===== config.mk =====
export PLATFORM = sky130hd
export DESIGN_NAME = aes_block_serializer
export DESIGN_NICKNAME = d
export VERILOG_FILES = /design/src/rtl/aes_block_serializer.sv
export SDC_FILE = /design/constraint.sdc
export NUM_CORES = 1
export LEC_CHECK = 0
export ABC_AREA = 1
export ABC_CLOCK_PERIOD_IN_PS = 14710
export CAP_MARGIN = 20
export CORE_MARGIN = 1.5
export CORE_UTILIZATION = 51
export DETAILED_ROUTE_END_ITERATION = 8
export PLACE_DENSITY = 0.94
export SYNTH_ARGS = -nofsm -noshare
export SYNTH_HDL_FRONTEND = slang
export SYNTH_SLANG_ARGS = --single-unit

===== constraint.sdc =====
create_clock -name clk -period 14.71 [get_ports clk]
set_input_delay 2.942 -clock clk [delete_from_list [all_inputs] [get_ports clk]]
set_output_delay 2.942 -clock clk [all_outputs]
set_load 0.01 [all_outputs]

===== src/rtl/aes_block_serializer.sv =====
// ---------------------------------------------------------------------------
// aes_block_serializer
//
// Purpose:
//   Captures a 128-bit AES block and emits it as four 32-bit words over a
//   valid/ready stream. By default the words leave most-significant first.
//   A new block can be captured on the same cycle the final word of the
//   previous block is accepted, so back-to-back blocks stream without gaps.
//
// Configuration macro:
//   AES_SER_LSW_FIRST_EN - when defined, words are emitted least-significant
//                          first. Handshake, out_last, latency and blk_cnt
//                          behave identically in both builds.
//
// Ports:
//   clk        in   1    clock, rising edge
//   rst        in   1    asynchronous active-high reset
//   in_data    in   128  block to emit (bit 127 = MSB)
//   in_valid   in   1    in_data offered for capture
//   in_ready   out  1    block can be captured this cycle
//   out_data   out  32   current word (zero while idle)
//   out_valid  out  1    out_data holds a valid word
//   out_ready  in   1    sink accepts out_data this cycle
//   out_last   out  1    out_data is the final word of the block
//   busy       out  1    a block is held and not fully emitted
//   blk_cnt    out  16   number of fully emitted blocks (wraps at 2^16)
// ---------------------------------------------------------------------------
module aes_block_serializer (
    input  logic         clk,
    input  logic         rst,
    input  logic [127:0] in_data,
    input  logic         in_valid,
    output logic         in_ready,
    output logic [31:0]  out_data,
    output logic         out_valid,
    input  logic         out_ready,
    output logic         out_last,
    output logic         busy,
    output logic [15:0]  blk_cnt
);

    typedef enum logic {
        IDLE = 1'b0,
        SEND = 1'b1
    } state_t;

    state_t         state_q, state_d;
    logic [127:0]   hold_q,  hold_d;
    logic [1:0]     idx_q,   idx_d;
    logic [15:0]    blk_cnt_q, blk_cnt_d;

    logic [31:0]    cur_word;
    logic [127:0]   hold_shifted;
    logic           word_xfer;
    logic           blk_xfer;

    // Word selection and shift direction are the only things the macro
    // changes; everything downstream is order-agnostic.
`ifdef AES_SER_LSW_FIRST_EN
    assign cur_word     = hold_q[31:0];
    assign hold_shifted = {32'd0, hold_q[127:32]};
`else
    assign cur_word     = hold_q[127:96];
    assign hold_shifted = {hold_q[95:0], 32'd0};
`endif

    always_ff @(posedge clk or posedge rst) begin
        if (rst) begin
            state_q   <= IDLE;
            hold_q    <= '0;
            idx_q     <= '0;
            blk_cnt_q <= '0;
        end else begin
            state_q   <= state_d;
            hold_q    <= hold_d;
            idx_q     <= idx_d;
            blk_cnt_q <= blk_cnt_d;
        end
    end

    always_comb begin
        state_d   = state_q;
        hold_d    = hold_q;
        idx_d     = idx_q;
        blk_cnt_d = blk_cnt_q;

        out_valid = (state_q == SEND);
        out_last  = (state_q == SEND) && (idx_q == 2'd3);
        // Combinational path from out_ready: the slot frees up on the same
        // edge the last word leaves, which is what allows gapless streaming.
        in_ready  = (state_q == IDLE) ||
                    ((state_q == SEND) && (idx_q == 2'd3) && out_ready);
        // Idle output is forced to zero so a stale word never leaks out.
        out_data  = out_valid ? cur_word : 32'd0;
        busy      = (state_q == SEND);

        word_xfer = out_valid && out_ready;
        blk_xfer  = in_valid && in_ready;

        case (state_q)
            IDLE: begin
                if (blk_xfer) begin
                    hold_d  = in_data;
                    idx_d   = 2'd0;
                    state_d = SEND;
                end
            end
            SEND: begin
                if (word_xfer) begin
                    if (idx_q != 2'd3) begin
                        hold_d = hold_shifted;
                        idx_d  = idx_q + 2'd1;
                    end else begin
                        blk_cnt_d = blk_cnt_q + 16'd1;
                        if (blk_xfer) begin
                            hold_d = in_data;
                            idx_d  = 2'd0;
                        end else begin
                            state_d = IDLE;
                        end
                    end
                end
            end
            default: state_d = IDLE;
        endcase
    end

    assign blk_cnt = blk_cnt_q;

endmodule


==> flow_summary.ini <==
[logic_synthesis]
synth_seq_area_share_pct = 58.16
synth_edf_count = 0
synth_cell_type_count = 27
syn_nets = 826
ys_ff_latch = 147
synthFlopType = dfrtp_1
synth-warning-count = 0
synthArstFlopShare_pct = 100.0
synthCells = 692
netlist_area_sq_um = 6325
synth_area_per_cell_sq_um = 9.140

[layout]
n_fill_cell = 799
multiInputGateArea_sq_um = 2240
num_antenna_cells = 0
areaGrowthSynthToFinish_pct = 39.64
seq_area_sq_um = 3679
fin_util_pct = 73.23
mostFrequentLayoutCells = nor2_1, clkdlybuf4s50_1, dfrtp_1
mostFrequentLayoutCell = nor2_1
postLayoutCellArea_sq_um = 8832
fin_nets = 992
layout-drive-gt1-share_pct = 5.281

[global_route]
grt_usage_pct = 29.11
grt_max_degree = 97
grt_pass1_wl_mm = 28.65
overflow = 0
antenna_found_initial = 0
grt_pass1_vias = 5525

[flow_run]
maxCapViolations = 0

[cts]
cts_hold_buf = 0
cts_buffers = 17
cts_max_path_buffers = 2
cts_sinks = 147
postCtsSetupBuffers = 0
clock_latency_ns = 0.42
tritoncts = built
cts.htree.levels = 4
cts.clk_slew.worst_paths_ns = 0.05
root_buffer = clkbuf_16
cts_resized = 0

[detailed_routing]
route.detailed.drc = 0
drtIter0Drc = 773
wirelength_mm = 18.04
post_drt_wl_per_cell_microns = 17.36
dr.pass1.iters = 8
vias = 5700
postRouteAntennaNets = 0
routed_via_density = 5.486

[timing]
final-max-slew-violation-count = 0
setup_viol = 0
fmax_mhz = 134.3
finalHoldViolations = 0
max-slew-margin-rel_pct = 29.62
min_period_ns = 7.448
post-route-period-util_pct = 50.63
tightest_slew_ns = 1.056
worst_clock_skew_ns = 0.006713
rsz0062_at_grt = no
tns_ns = 0

[hold_path]
hold_class = reg2reg
min_from = idx_q[1]
hold_end = idx_q[1]
whs_path_depth = 2

[critical_path]
worstPathRequired_ns = 11.77
r2r-end = hold_q[73]
crit-reg2reg-launch = busy
critPathArrivalTime_ns = 4.51
rrSetupSlack_ns = 12.18
cp-start-kind = input port
r2r_cells = 6
cp_max_fo = 6
crit_path_end_kind = output pin
path_class = in2out

[placed_design]
gp_congestion = 0.8838
dp_hpwl_mm = 11.92
placed_cell_area_sq_um = 8213
port_buffers = 183

[power]
p_leak_nw = 4.047
peakVddDrop_mv = 0.1213
p_per_area_nw_per_um2 = 184.1

[die]
rows = 40
fp.dieW_microns = 114.4
io_pins = 184
core_area_sq_um = 12060
die-area_sq_um = 13080
die-height_microns = 114.4
initial_core_util_pct = 52.44

[status]
status = complete, no violations
[report_power, final]
group	switching, mW	internal, mW	total (mW)
Combinational	0.265	0.253	0.518
Clock	0.161	0.291	0.452
Sequential	0.104	0.552	0.656
[worst max path at each step]
stage                         start         end  slack (ns)  depth (start not counted)
after floorplan                 rst  blk_cnt[0]        7.82                          1
after global placement    out_ready    in_ready        7.33                          4
after detailed placement  out_ready    in_ready        7.28                          4
after CTS                 out_ready    in_ready        7.28                          4
after global routing      out_ready    in_ready        7.19                          4
final                     out_ready    in_ready        7.26                          4
[per-stage QoR]
stage	std cells	setup WS [ns]	hold slack (ns)	total power, mW
2_1_floorplan	692	7.817	0.4459	0.9357
3_3_place_gp	1007	7.334	0.4589	1.139
3_5_place_dp	1007	7.280	0.4709	1.166
4_1_cts	1039	7.277	0.4835	1.627
5_1_grt	1039	7.191	0.5112	1.723
6_report	1039	7.262	0.4811	1.626
[synth_stat cells (3+ instances only)]
master,n,area [sq um]
buf_6,5,56.30
xor2_1,7,61.31
a22o_1,28,245.2
buf_2,19,95.09
nor2_1,206,773.2
o21ai_0,6,30.03
inv_1,54,202.7
o22ai_1,94,588.1
clkbuf_1,13,48.80
a2bb2oi_1,4,35.03
xnor2_1,3,26.28
dfrtp_1,147,3679
nand2_1,68,255.2
nand3_1,15,75.07
nand2_2,3,18.77
[worst max-delay path, stage by stage]
cell             delay [ns]
clkdlybuf4s50_1        0.60
nand3_2                0.21
nand2_2                0.20
clkdlybuf4s50_1        0.56
[flip-flops by register name, summed over array words and instances, names as in the netlist]
register,flops
blk_cnt,16
busy,1
hold_q,128
idx_q,2
[layout make-up]
class	instances	share of cell area, %
clock buffer	22	5.256
clock inverter	10	1.757
inverter	56	2.437
multi-input combinational	448	25.36
sequential	147	41.65
tap	168	2.380
timing repair buffer	188	21.16
[cells by family (layout without fill, tap and decap cells)]
kind of cell / after synthesis / after routing / synth area share (%)
adders and majority gates: 2 / 2 / 0.3956
buffers and inverters: 97 / 276 / 6.845
DFF: 147 / 147 / 58.16
xor gates and xnor gates: 10 / 10 / 1.385
and+or+nand+nor: 298 / 298 / 18.36
AOI/OAI and AO/OA: 138 / 138 / 14.86
[routing by layer]
metal	global-route usage (%)	vias up	share of wire, %
met5	0	-	0
met4	16.17	0	5.2
met3	6.617	74	8.1
met2	44.98	299	47
met1	38.36	2686	40
li1	-	2641	-
Note: power is estimated with default switching activity, not from simulation.
